## src/rtl/dut_param_pkg.sv

```systemverilog
`default_nettype none
// ============================================================================
// Module      : dut_param_pkg
// Description : Shared parameter defaults and FSM state encoding for the
//               flkc_dxi_feeder block.
//               Contents:
//                 c_P_K        - default pixel width in bits
//                 c_P_CH_NUM   - default pixels per DXI beat
//                 c_P_PIPELINE - default correction pipeline depth
//                 c_P_CNT_BIT  - default line/row counter width
//                 state_t      - feeder FSM states
// Revision    : 1.0 - initial release
// ============================================================================
package dut_param_pkg;

  localparam int c_P_K        = 14;
  localparam int c_P_CH_NUM   = 2;
  localparam int c_P_PIPELINE = 2;
  localparam int c_P_CNT_BIT  = 12;

  typedef enum logic [1:0] {
    IDLE   = 2'd0,
    LINE   = 2'd1,
    HBLANK = 2'd2,
    DRAIN  = 2'd3
  } state_t;

endpackage : dut_param_pkg
`default_nettype wire

```

## src/rtl/flkc_ena_shift.sv

```systemverilog
`default_nettype none
// ============================================================================
// Module      : flkc_ena_shift
// Description : Enable shift chain feeding the correction core. Bit 0 takes
//               the accept strobe, each later bit copies its predecessor
//               every cycle, and the valid tap copies the last bit.
//               Ports:
//                 clk        - clock, rising edge
//                 rst        - synchronous active-high reset
//                 i_ena_in   - accept strobe shifted into bit 0
//                 o_ena_vec  - per-stage enables (P_WIDTH bits)
//                 o_valid    - one cycle after the last stage
// Revision    : 1.0 - initial release
// ============================================================================
module flkc_ena_shift #(
  parameter int P_WIDTH = 2
) (
  input  logic               clk,
  input  logic               rst,
  input  logic               i_ena_in,
  output logic [P_WIDTH-1:0] o_ena_vec,
  output logic               o_valid
);

  logic [P_WIDTH-1:0] vec_q;
  logic [P_WIDTH-1:0] vec_d;
  logic               valid_q;
  logic               valid_d;

  generate
    if (P_WIDTH == 1) begin : g_single
      always_comb begin
        vec_d = i_ena_in;
      end
    end else begin : g_multi
      always_comb begin
        vec_d = {vec_q[P_WIDTH-2:0], i_ena_in};
      end
    end
  endgenerate

  always_comb begin
    valid_d = vec_q[P_WIDTH-1];
  end

  always_ff @(posedge clk) begin
    if (rst) begin
      vec_q   <= '0;
      valid_q <= 1'b0;
    end else begin
      vec_q   <= vec_d;
      valid_q <= valid_d;
    end
  end

  assign o_ena_vec = vec_q;
  assign o_valid   = valid_q;

endmodule : flkc_ena_shift
`default_nettype wire

```

## src/rtl/flkc_dxi_feeder.sv

```systemverilog
`default_nettype none
// ============================================================================
// Module      : flkc_dxi_feeder
// Description : Frames upstream pixel beats into lines and rows for the DXI
//               correction core. Registers each accepted beat with its row
//               parity, generates the per-stage enable chain and the output
//               valid strobe, inserts horizontal blanking between lines and
//               drains the pipeline before signalling frame completion.
//               Ports:
//                 clk, rst              - clock / synchronous active-high reset
//                 start                 - one-cycle frame start pulse
//                 cfg_line_len          - beats per line
//                 cfg_frame_h           - lines per frame
//                 cfg_hblank            - idle cycles after each non-last line
//                 cfg_y_lsb0            - row parity of the first line
//                 s_valid/s_ready/s_data- upstream beat handshake
//                 o_PIXELS, o_Y_LSB     - registered beat and its row parity
//                 o_ENA_VEC             - per-stage enables
//                 o_OUTPUT_VALID        - valid correction-core output beat
//                 o_busy                - frame in progress
//                 o_frame_done          - pulse after last output beat
//                 o_cfg_err             - pulse on start with zero geometry
// Revision    : 1.0 - initial release
// ============================================================================
module flkc_dxi_feeder
  import dut_param_pkg::*;
#(
  parameter int P_K        = c_P_K,
  parameter int P_CH_NUM   = c_P_CH_NUM,
  parameter int P_PIPELINE = c_P_PIPELINE,
  parameter int P_CNT_BIT  = c_P_CNT_BIT
) (
  input  logic                    clk,
  input  logic                    rst,
  input  logic                    start,
  input  logic [P_CNT_BIT-1:0]    cfg_line_len,
  input  logic [P_CNT_BIT-1:0]    cfg_frame_h,
  input  logic [7:0]              cfg_hblank,
  input  logic                    cfg_y_lsb0,
  input  logic                    s_valid,
  output logic                    s_ready,
  input  logic [P_K*P_CH_NUM-1:0] s_data,
  output logic [P_K*P_CH_NUM-1:0] o_PIXELS,
  output logic [P_PIPELINE-1:0]   o_ENA_VEC,
  output logic                    o_Y_LSB,
  output logic                    o_OUTPUT_VALID,
  output logic                    o_busy,
  output logic                    o_frame_done,
  output logic                    o_cfg_err
);

  localparam int                   c_DW         = P_K * P_CH_NUM;
  localparam logic [P_CNT_BIT-1:0] c_ONE        = 1;
  // DRAIN covers the enable chain plus the valid tap.
  localparam logic [7:0]           c_DRAIN_LAST = 8'(P_PIPELINE);

  state_t               state_q, state_d;
  logic [P_CNT_BIT-1:0] len_q, len_d;
  logic [P_CNT_BIT-1:0] h_q, h_d;
  logic [7:0]           hb_q, hb_d;
  logic [P_CNT_BIT-1:0] beat_q, beat_d;
  logic [P_CNT_BIT-1:0] row_q, row_d;
  logic                 par_q, par_d;
  // Shared by HBLANK and DRAIN; never needed in both at once.
  logic [7:0]           wait_q, wait_d;
  logic [c_DW-1:0]      pix_q, pix_d;
  logic                 ylsb_q, ylsb_d;
  logic                 frame_done_q, frame_done_d;
  logic                 cfg_err_q, cfg_err_d;

  logic                 w_accept;
  logic                 w_line_last_beat;
  logic                 w_frame_last_row;

  assign s_ready          = (state_q == LINE);
  assign w_accept         = s_valid && s_ready;
  // len_q/h_q are never zero once latched, so the subtraction cannot wrap.
  assign w_line_last_beat = (beat_q == (len_q - c_ONE));
  assign w_frame_last_row = (row_q == (h_q - c_ONE));

  always_comb begin
    state_d      = state_q;
    len_d        = len_q;
    h_d          = h_q;
    hb_d         = hb_q;
    beat_d       = beat_q;
    row_d        = row_q;
    par_d        = par_q;
    wait_d       = wait_q;
    pix_d        = pix_q;
    ylsb_d       = ylsb_q;
    frame_done_d = 1'b0;
    cfg_err_d    = 1'b0;

    if (w_accept) begin
      pix_d  = s_data;
      ylsb_d = par_q;
    end

    case (state_q)
      IDLE: begin
        if (start) begin
          if ((cfg_line_len != '0) && (cfg_frame_h != '0)) begin
            state_d = LINE;
            len_d   = cfg_line_len;
            h_d     = cfg_frame_h;
            hb_d    = cfg_hblank;
            par_d   = cfg_y_lsb0;
            beat_d  = '0;
            row_d   = '0;
            wait_d  = '0;
          end else begin
            cfg_err_d = 1'b1;
          end
        end
      end

      LINE: begin
        if (w_accept) begin
          if (w_line_last_beat) begin
            beat_d = '0;
            row_d  = row_q + c_ONE;
            par_d  = ~par_q;
            wait_d = '0;
            if (w_frame_last_row) begin
              state_d = DRAIN;
            end else if (hb_q != 8'd0) begin
              state_d = HBLANK;
            end
          end else begin
            beat_d = beat_q + c_ONE;
          end
        end
      end

      HBLANK: begin
        if (wait_q == (hb_q - 8'd1)) begin
          state_d = LINE;
          wait_d  = '0;
        end else begin
          wait_d = wait_q + 8'd1;
        end
      end

      DRAIN: begin
        // Leaving DRAIN lines the done pulse up with the cycle after the
        // last beat's output valid.
        if (wait_q == c_DRAIN_LAST) begin
          state_d      = IDLE;
          frame_done_d = 1'b1;
          wait_d       = '0;
        end else begin
          wait_d = wait_q + 8'd1;
        end
      end

      default: begin
        state_d = IDLE;
      end
    endcase
  end

  always_ff @(posedge clk) begin
    if (rst) begin
      state_q      <= IDLE;
      len_q        <= '0;
      h_q          <= '0;
      hb_q         <= '0;
      beat_q       <= '0;
      row_q        <= '0;
      par_q        <= 1'b0;
      wait_q       <= '0;
      pix_q        <= '0;
      ylsb_q       <= 1'b0;
      frame_done_q <= 1'b0;
      cfg_err_q    <= 1'b0;
    end else begin
      state_q      <= state_d;
      len_q        <= len_d;
      h_q          <= h_d;
      hb_q         <= hb_d;
      beat_q       <= beat_d;
      row_q        <= row_d;
      par_q        <= par_d;
      wait_q       <= wait_d;
      pix_q        <= pix_d;
      ylsb_q       <= ylsb_d;
      frame_done_q <= frame_done_d;
      cfg_err_q    <= cfg_err_d;
    end
  end

  flkc_ena_shift #(
    .P_WIDTH (P_PIPELINE)
  ) u_ena_shift (
    .clk       (clk),
    .rst       (rst),
    .i_ena_in  (w_accept),
    .o_ena_vec (o_ENA_VEC),
    .o_valid   (o_OUTPUT_VALID)
  );

  assign o_PIXELS     = pix_q;
  assign o_Y_LSB      = ylsb_q;
  assign o_busy       = (state_q != IDLE);
  assign o_frame_done = frame_done_q;
  assign o_cfg_err    = cfg_err_q;

endmodule : flkc_dxi_feeder
`default_nettype wire

```

## config.mk

```make
export PLATFORM = sky130hd
export DESIGN_NAME = flkc_dxi_feeder
export DESIGN_NICKNAME = d
export VERILOG_FILES = /design/src/rtl/dut_param_pkg.sv /design/src/rtl/flkc_ena_shift.sv /design/src/rtl/flkc_dxi_feeder.sv
export SDC_FILE = /design/constraint.sdc
export NUM_CORES = 1
export LEC_CHECK = 0
export CELL_PAD_IN_SITES_DETAIL_PLACEMENT = 1
export CELL_PAD_IN_SITES_GLOBAL_PLACEMENT = 1
export CORE_MARGIN = 2
export CORE_UTILIZATION = 41
export DETAILED_ROUTE_END_ITERATION = 10
export PLACE_DENSITY = 0.86
export RECOVER_POWER = 50
export SLEW_MARGIN = 10
export SYNTH_ARGS = -nofsm -noshare
export SYNTH_HDL_FRONTEND = slang
export SYNTH_SLANG_ARGS = --single-unit
```

## constraint.sdc

```tcl
create_clock -name clk -period 6.7 [get_ports clk]
set_input_delay 0.67 -clock clk [delete_from_list [all_inputs] [get_ports clk]]
set_output_delay 0.67 -clock clk [all_outputs]
set_load 0.02 [all_outputs]
```

==> flow_summary.yaml, run 1 <==
sta:
  worst_pin_slew_ns: 3.611
  fmax_mhz: 226.8
  finalCritPeriodShare_pct: 65.81
  slew_headroom_pct: -140.7
  rsz0062_at_grt: "false"
  final-hold-violation-count: 0
  slew_violations: 84
  setup_viol: 0
  finalSetupTns_ns: 0
  skew_ns: 0.008677
  fin_ws_ns: 2.291
  fin_hold_ws_ns: 0.4555
  fin_crit_ns: 4.409
synthesis:
  synth_edf_count: 0
  netlist_top_cells_area: "dfxtp_1 (39%), nand2_1 (8.3%), a21oi_1 (7.3%), nand3_1 (4.5%), xor2_1 (4.3%)"
  ys_seq_area_share_pct: 38.56
  ys_ff_latch: 101
  synth_fp_nets: 738
  async_flop_share_pct: 0
  ys.flop_type: "dfxtp_1"
  synth_top_cell_by_area: "dfxtp_1"
  syn_area_um2: 5244
  synth_top_area_share_pct: 38.56
  yosys_warnings: 0
  synth_cell_types: 67
  synthCells: 666
  avgSynthCellArea_um2: 7.874
status:
  status: "finished, violations left"
  violations: "max-capacitance violations, max-slew violations"
floorplan:
  pin_count: 101
  design.die.area_um2: 13710
  dieHeight_um: 117.1
  coreArea_um2: 12570
  initial_core_util_pct: 41.72
  die_w_um: 117.1
  rows: 41
clocking:
  cts.sinks: 101
  clk_latency_ns: 0.36
  cts_tree: "done"
  clkSlewWorstSetupHoldPaths_ns: 0.07
  cts-resized-gates: 0
  cts_root_buf: "clkbuf_16"
  post_cts.repair.setup_buffers: 0
  cts_max_level: 3
  numCtsBuffers: 9
  clockBufferDepth: 2
  postCtsHoldBufs: 0
setup_path:
  ff2ff_setup_slack_ns: 3.29
  crit_path_start_kind: "input port"
  r2r-end: "state_q[1]"
  startpoint: "rst"
  worstReg2RegStart: "len_q[0]"
  cp-end-kind: "register"
  worstPathArrival_ns: 4.67
  cp.required_ns: 6.96
  critPathKind: "in -> reg"
  worstPathMaxFanout: 83
  rr_worst_depth: 10
finish:
  drive_above_1_share_pct: 4.826
  layout.nets: 813
  areaGrowthSynthToFinish_pct: 26.53
  fin_area_um2: 6635
  layout_common_cells: "nand2_1 (116), dfxtp_1 (101), a21oi_1 (76)"
  final_common_cell: "nand2_1"
  fillers: 1510
  antenna_cells: 0
place:
  port_buffers: 100
  place_ws_ns: 2.343
  place.gp.congestion: 0.8567
  place_area_um2: 6329
  hpwl_mm: 11.19
power_and_ir_drop:
  pwr-share-seq_pct: 34.9
  powerDensity_nw_per_um2: 345.3
  ir_drop_uv: 148.3
  combinationalPowerShare_pct: 41.1
  switching_share_pct: 40.12
  power.switching_mw: 0.9191
  leakagePower_nw: 2.494
  intPower_mw: 1.372
  p_clk_share_pct: 24.0
min_path:
  holdPathStages: 2
  min_to: "o_PIXELS[21]"
  hold_start: "o_PIXELS[21]"
  min_path_type: "reg -> reg"
routing:
  vias: 5079
  drtPass1Iterations: 4
  routed_via_density: 5.533
  drt-total-wl_mm: 15.94
  drc: 0
  postRouteAntennaNets: 0
  wl_per_cell_um: 17.37
  drtIter0Drc: 199
global_routing:
  antenna_found_initial: 0
  grt_pass1_wl_mm: 26.18
  grt_pass1_vias: 5278
  grt_max_degree: 84
  grt_overflow: 0
  grt_use_total_pct: 24.46
job:
  cap_viol_max_count: 1
-- registers in the layout (all words and copies together), names as in the netlist --
name and cells:
len_q 12, state_q 2, o_cfg_err 1, o_PIXELS 28
beat_q 12, hb_q 8, h_q 12, par_q 1
u_ena_shift.o_ena_vec 2, o_Y_LSB 1, o_frame_done 1, row_q 12
u_ena_shift.o_valid 1, wait_q 8
-- how the worst max path moves through the flow --
stage	endpoint	cells after the start
global route	row_q[2]	6
CTS	row_q[2]	9
detailed placement	row_q[2]	9
global placement	row_q[2]	9
floorplan	state_q[0]	9
finish	row_q[2]	6
-- power groups by stage --
stage | Clock, mW | Combinational (mW) | Sequential [mW]
global route | 0.580 | 1.04 | 0.816
floorplan | 0 | 0.663 | 0.805
CTS | 0.558 | 0.953 | 0.800
global placement | 0 | 0.885 | 0.806
finish | 0.550 | 0.942 | 0.800
detailed placement | 0 | 0.939 | 0.813
-- per-layer routing --
| layer | routed length [um] | vias up | track usage [%] |
|---|---|---|---|
| met2 | 8139 | 108 | 42.39 |
| met4 | 296 | 0 | 9.961 |
| li1 | - | 2474 | - |
| met1 | 6478 | 2475 | 28.29 |
| met3 | 1028 | 22 | 7.261 |
| met5 | 0 | - | 0 |
-- logic make-up (layout without fill, tap and decap cells) --
kind of cell,count (synthesis),in the layout,share of synthesized area (%)
and+or+nand+nor,319,319,30.54
AOI/OAI and AO/OA,123,123,14.84
DFF,101,101,38.56
buffers and inverters,58,138,4.414
xor gates and xnor gates,48,48,8.017
muxes,10,10,1.957
adders and majority gates,7,7,1.670
-- area by class of cell --
cell class,count,area (um2),share of cell area (%)
multi-input combinational,507,3002,45.24
sequential,101,2022,30.47
timing repair buffer,103,1015,15.29
clock buffer,10,239.0,3.602
tap,172,215.2,3.243
clock inverter,6,71.32,1.075
inverter,19,71.32,1.075
-- per-stage QoR --
step	std cells	util (%)	power [mW]
floorplan	666	-	1.468
global placement	902	50.35	1.690
detailed placement	902	50.35	1.752
CTS	918	52.82	2.311
global route	918	52.79	2.440
finish	918	52.79	2.291
-- worst max-delay path, cell delays in order --
cell and delay (ns):
buf_2 0.08, clkbuf_1 2.52, a21oi_1 0.82, nand2_1 0.27
a21oi_1 0.06, a31o_2 0.23
-- synth_stat cells (3+ instances only) --
cell	instances
nor3b_1	3
nand3b_1	3
and3_1	5
inv_1	19
nor2b_1	9
buf_1	4
o21ai_0	3
nor4_1	14
a21oi_1	77
nor3_1	9
clkbuf_1	29
o21a_1	3
nand3_1	47
nand4_1	21
nand2_1	116
a311oi_1	3
a31oi_1	5
nor2_1	43
and2_1	12
nand2b_1	12
buf_2	5
dfxtp_1	101
ha_1	7
mux2i_1	8
xor2_1	26
or3_1	4
and4_1	3
xnor2_1	22
(Power assumes the default switching activity.)
==> inputs of run 2 (changes only) <==
--- a/config.mk
+++ b/config.mk
@@ -8,9 +8,9 @@
 export CELL_PAD_IN_SITES_DETAIL_PLACEMENT = 1
 export CELL_PAD_IN_SITES_GLOBAL_PLACEMENT = 1
 export CORE_MARGIN = 2
-export CORE_UTILIZATION = 41
+export CORE_UTILIZATION = 34
 export DETAILED_ROUTE_END_ITERATION = 10
-export PLACE_DENSITY = 0.86
+export PLACE_DENSITY = 0.77
 export RECOVER_POWER = 50
 export SLEW_MARGIN = 10
 export SYNTH_ARGS = -nofsm -noshare
==> constraint.sdc (replaced) <==
create_clock -name clk -period 3.9 [get_ports clk]
set_input_delay 0.39 -clock clk [delete_from_list [all_inputs] [get_ports clk]]
set_output_delay 0.39 -clock clk [all_outputs]
set_load 0.02 [all_outputs]
==> run 2 against run 1 <==
The run still ends with max-capacitance violations, max-slew violations left; first-iteration DRC count increased by 17%; worst hold slack about the same; sequential cell count unchanged; non-clock buffer count increased by 3; register-to-register slack got worse by 2.6 ns; wire length decreased by 1.1%; critical path type unchanged; largest cell class unchanged; highest routed layer unchanged.
==> flow_summary.yaml, run 2 (same netlist as run 1, synthesis figures left out) <==
status:
  status: "finished, violations left"
  violations: "max-capacitance violations, max-slew violations"
setup_path:
  path_common_cell: "clkbuf_1"
  critPathKind: "in -> reg"
  worstPathMaxFanout: 56
  crit_chain: "clkbuf_1 -> clkbuf_1 -> nor2_1"
  cp.required_ns: 4.08
  worstPathArrival_ns: 3.45
  cp-end-kind: "register"
  slowest_stage: "clkbuf_1"
  crit_path_start_kind: "input port"
  cp_slowest_stage_delay_ns: 1.77
place:
  place.gp.congestion: 0.8753
  hpwl_mm: 11.41
  place_ws_ns: 0.7276
  port_buffers: 100
  dpl.cell_count: 921
routing:
  drtIter0Drc: 233
  wl_per_cell_um: 16.83
  routed_via_density: 5.372
  drtPass1Iterations: 4
  drc: 0
  postRouteAntennaNets: 0
  vias: 5034
  drt-total-wl_mm: 15.77
sta:
  fmax_mhz: 305.3
  fin_ws_ns: 0.6250
  finalCritPeriodShare_pct: 83.97
  worst_pin_slew_ns: 2.540
  fin_crit_ns: 3.275
  slew_headroom_pct: -69.35
  fin_hold_ws_ns: 0.4552
  final-hold-violation-count: 0
  finalSetupTns_ns: 0
  skew_ns: 0.006126
  slew_violations: 57
  setup_viol: 0
  rsz0062_at_grt: "false"
clocking:
  postCtsHoldBufs: 0
  cts_tree: "done"
  numCtsBuffers: 9
  clkSlewWorstSetupHoldPaths_ns: 0.07
  cts_root_buf: "clkbuf_16"
  cts-resized-gates: 0
  cts_max_level: 3
  clockBufferDepth: 2
  clk_latency_ns: 0.35
  cts.sinks: 101
  post_cts.repair.setup_buffers: 0
floorplan:
  coreArea_um2: 15150
  dieHeight_um: 128.2
  pin_count: 101
  rows: 45
  design.die.area_um2: 16430
  die_w_um: 128.2
  initial_core_util_pct: 34.62
job:
  cap_viol_max_count: 1
finish:
  layout_common_cells: "nand2_1 (116), dfxtp_1 (101), a21oi_1 (76)"
  layout.nets: 816
  areaGrowthSynthToFinish_pct: 27.06
  final_common_cell: "nand2_1"
  largest_reg_flops: 28
  antenna_cells: 0
  drive_above_1_share_pct: 4.940
  final_cells: 937
  fillers: 1797
global_routing:
  grt_use_total_pct: 19.91
  grt_overflow: 0
  grt_pass1_vias: 5399
  grt_pass1_wl_mm: 26.46
  antenna_found_initial: 0
  grt_max_degree: 57
min_path:
  min_path_type: "reg -> reg"
power_and_ir_drop:
  leakagePower_nw: 2.502
  powerDensity_nw_per_um2: 590.7
  total_power_mw: 3.935
  ir_drop_uv: 235.2
## run 2: area by class of cell
type	count	area [um2]	area share, %
repair buffers	106	1031	15.47
clock inverters	5	58.81	0.8826
well taps	188	235.2	3.531
clock buffers	11	242.7	3.643
multi-input cells	507	3002	45.05
inverters	19	71.32	1.070
flip-flops and latches	101	2022	30.35
## run 2: power by group
part,internal (mW),leakage (nW),switching (mW)
Clock,0.517,0.142,0.409
Sequential,1.18,0.821,0.197
Combinational,0.666,1.54,0.967
Total,2.36,2.50,1.57
## run 2: per-layer routing
metal	GRT usage, %	wire, um	vias to the layer above	share of wire (%)
met5	0	0	-	0
met4	8.145	416	0	2.6
met3	5.551	1050	30	6.7
met2	33.39	7506	104	48
met1	24.03	6793	2418	43
li1	-	-	2482	-
## run 2: worst max-delay path: cells and delay by family
family / cells / cell delay (ns)
buffers and inverters: 2 / 2.86
and+or+nand+nor: 1 / 0.16
## run 2: path summary, 6_finish.rpt
path | from | to | slack [ns] | cells past startpoint
max | rst | row_q[0] | 0.62 | 3
min | o_PIXELS[3] | o_PIXELS[3] | 0.46 | 2
max reg2reg | len_q[0] | beat_q[10] | 0.68 | 10
min reg2reg | o_PIXELS[3] | o_PIXELS[3] | 0.46 | 2
## run 2: through the flow
stage / cell area (um2) / util [%]
after detailed placement: 6371 / 42.07
after CTS: 6673 / 44.06
after global routing: 6663 / 43.99
final: 6663 / 43.99
after floorplan: 5244 / -
after global placement: 6371 / 42.07
==> inputs of run 3 (changes only) <==
--- a/config.mk
+++ b/config.mk
@@ -8,9 +8,9 @@
 export CELL_PAD_IN_SITES_DETAIL_PLACEMENT = 1
 export CELL_PAD_IN_SITES_GLOBAL_PLACEMENT = 1
 export CORE_MARGIN = 2
-export CORE_UTILIZATION = 34
+export CORE_UTILIZATION = 38
 export DETAILED_ROUTE_END_ITERATION = 10
-export PLACE_DENSITY = 0.77
+export PLACE_DENSITY = 0.81
 export RECOVER_POWER = 50
 export SLEW_MARGIN = 10
 export SYNTH_ARGS = -nofsm -noshare
==> constraint.sdc (replaced) <==
create_clock -name clk -period 3.3 [get_ports clk]
set_input_delay 0.33 -clock clk [delete_from_list [all_inputs] [get_ports clk]]
set_output_delay 0.33 -clock clk [all_outputs]
set_load 0.02 [all_outputs]
==> run 3 against run 2 <==
The flow still finishes with violations (max-capacitance violations, max-slew violations); sequential cell count did not move; cell count fell by 0.96%; utilization rose by 6.0 points; non-clock buffer count rose by 3; cell area barely moved; die area fell by 10%.
==> flow_summary.yaml, run 3 (same netlist as run 1, synthesis figures left out) <==
sta:
  slew_headroom_pct: -35.67
  setup_viol: 0
  final-hold-violation-count: 0
  fin_hold_ws_ns: 0.4579
  worst_pin_slew_ns: 2.035
  fin_crit_ns: 2.892
  rsz0062_at_grt: "false"
  fin_ws_ns: 0.4076
  fmax_mhz: 345.7
  finalCritPeriodShare_pct: 87.65
  slew_violations: 44
  finalSetupTns_ns: 0
  skew_ns: 0.006375
finish:
  layout.nets: 819
  layout_common_cells: "nand2_1 (116), dfxtp_1 (101), a21oi_1 (76)"
  drive_above_1_share_pct: 5.452
  final_common_cell: "nand2_1"
  largest_reg_flops: 28
  areaGrowthSynthToFinish_pct: 27.15
  utilization_pct: 49.95
  antenna_cells: 0
setup_path:
  critPathKind: "reg -> reg"
  worstPathMaxFanout: 11
  crit_path_start_kind: "register"
  cp_slowest_stage_delay_ns: 0.39
  crit_chain: "inv_1 -> ha_1 -> nor3b_1 -> nand2_1 -> xnor2_1 -> nor4_1 -> nand4_1 -> o21ai_0 -> buf_4 -> or3b_1 -> a21oi_1"
  slowest_stage: "dfxtp_1"
  cp.required_ns: 3.56
  worstPathArrival_ns: 3.15
  cp-end-kind: "register"
  rr_worst_depth: 11
clocking:
  clk_latency_ns: 0.35
  clkSlewWorstSetupHoldPaths_ns: 0.07
  clockBufferDepth: 2
  postCtsHoldBufs: 0
  cts-resized-gates: 0
  cts_max_level: 3
  post_cts.repair.setup_buffers: 0
  cts_tree: "done"
  numCtsBuffers: 9
  cts.sinks: 101
  cts_root_buf: "clkbuf_16"
routing:
  drtPass1Iterations: 4
  drc: 0
  drt-total-wl_mm: 15.62
  vias: 5057
  postRouteAntennaNets: 0
  routed_via_density: 5.449
  wl_per_cell_um: 16.84
  drtIter0Drc: 246
min_path:
  min_path_type: "reg -> reg"
  holdPathStages: 2
global_routing:
  grt_overflow: 0
  grt_max_degree: 44
  grt_pass1_vias: 5335
  grt_use_total_pct: 22.35
  grt_pass1_wl_mm: 26.41
  antenna_found_initial: 0
power_and_ir_drop:
  powerDensity_nw_per_um2: 694.9
  leakagePower_nw: 2.520
  ir_drop_uv: 304.3
place:
  hpwl_mm: 11.54
  port_buffers: 100
  place.gp.congestion: 0.8160
  place_ws_ns: 0.4541
floorplan:
  dieHeight_um: 121.5
  rows: 42
  coreArea_um2: 13350
  initial_core_util_pct: 39.29
  die_w_um: 121.5
  pin_count: 101
  design.die.area_um2: 14760
job:
  cap_viol_max_count: 1
status:
  status: "finished, violations left"
  violations: "max-capacitance violations, max-slew violations"
-- run 3: changes by cell type in the layout (fill, tap and decap cells not counted), sizes merged --
cell	before	now
clkinvlp	2	1
buf	3	7
clkbuf	15	13
dlygate4sd3	36	35
clkdlybuf4s50	63	64
inv	20	23
bufinv	1	0
-- run 3: stage by stage --
step | area [um2] | power [mW] | cells
after floorplan | 5244 | 2.981 | 666
after global placement | 6391 | 3.541 | 912
after detailed placement | 6391 | 3.648 | 912
after CTS | 6674 | 4.711 | 928
after global routing | 6668 | 4.974 | 928
final | 6668 | 4.633 | 928
-- run 3: report_power, final --
group          internal (mW)  switching, mW  total (mW)
clock                  0.527          0.507        1.03
sequential              1.39          0.230        1.62
combinational          0.826           1.15        1.98
-- run 3: final cells by class --
type,instances,area [um2]
multi-input combinational,507,3002
inverter,19,71.32
tap,176,220.2
sequential,101,2022
fill,1645,6680
timing repair buffer,109,1070
clock inverter,6,53.80
clock buffer,10,229.0
-- run 3: critical path: cells and delay by family, from the launching register on --
kind	cells	cell delay (ns)
AND/OR/NAND/NOR	5	1.34
flip-flops	1	0.39
XOR/XNOR	1	0.15
AO/OA/AOI/OAI	2	0.34
adder cells (fa/ha/maj)	1	0.29
buffers and inverters	2	0.29
-- run 3: per-layer routing --
layer / wire length, um / part of all wire, % / vias up / track usage [%]
met5: 0 / 0 / - / 0
met4: 317 / 2.0 / 0 / 7.543
met1: 6721 / 43 / 2441 / 27.31
met2: 7722 / 49 / 105 / 38.45
met3: 862 / 5.5 / 19 / 5.357
li1: - / - / 2492 / -
-- run 3: final timing paths --
path                 from            to  slack, ns
max              len_q[0]    state_q[1]       0.41
min          o_PIXELS[20]  o_PIXELS[20]       0.46
max reg2reg      len_q[0]    state_q[1]       0.41
min reg2reg  o_PIXELS[20]  o_PIXELS[20]       0.46
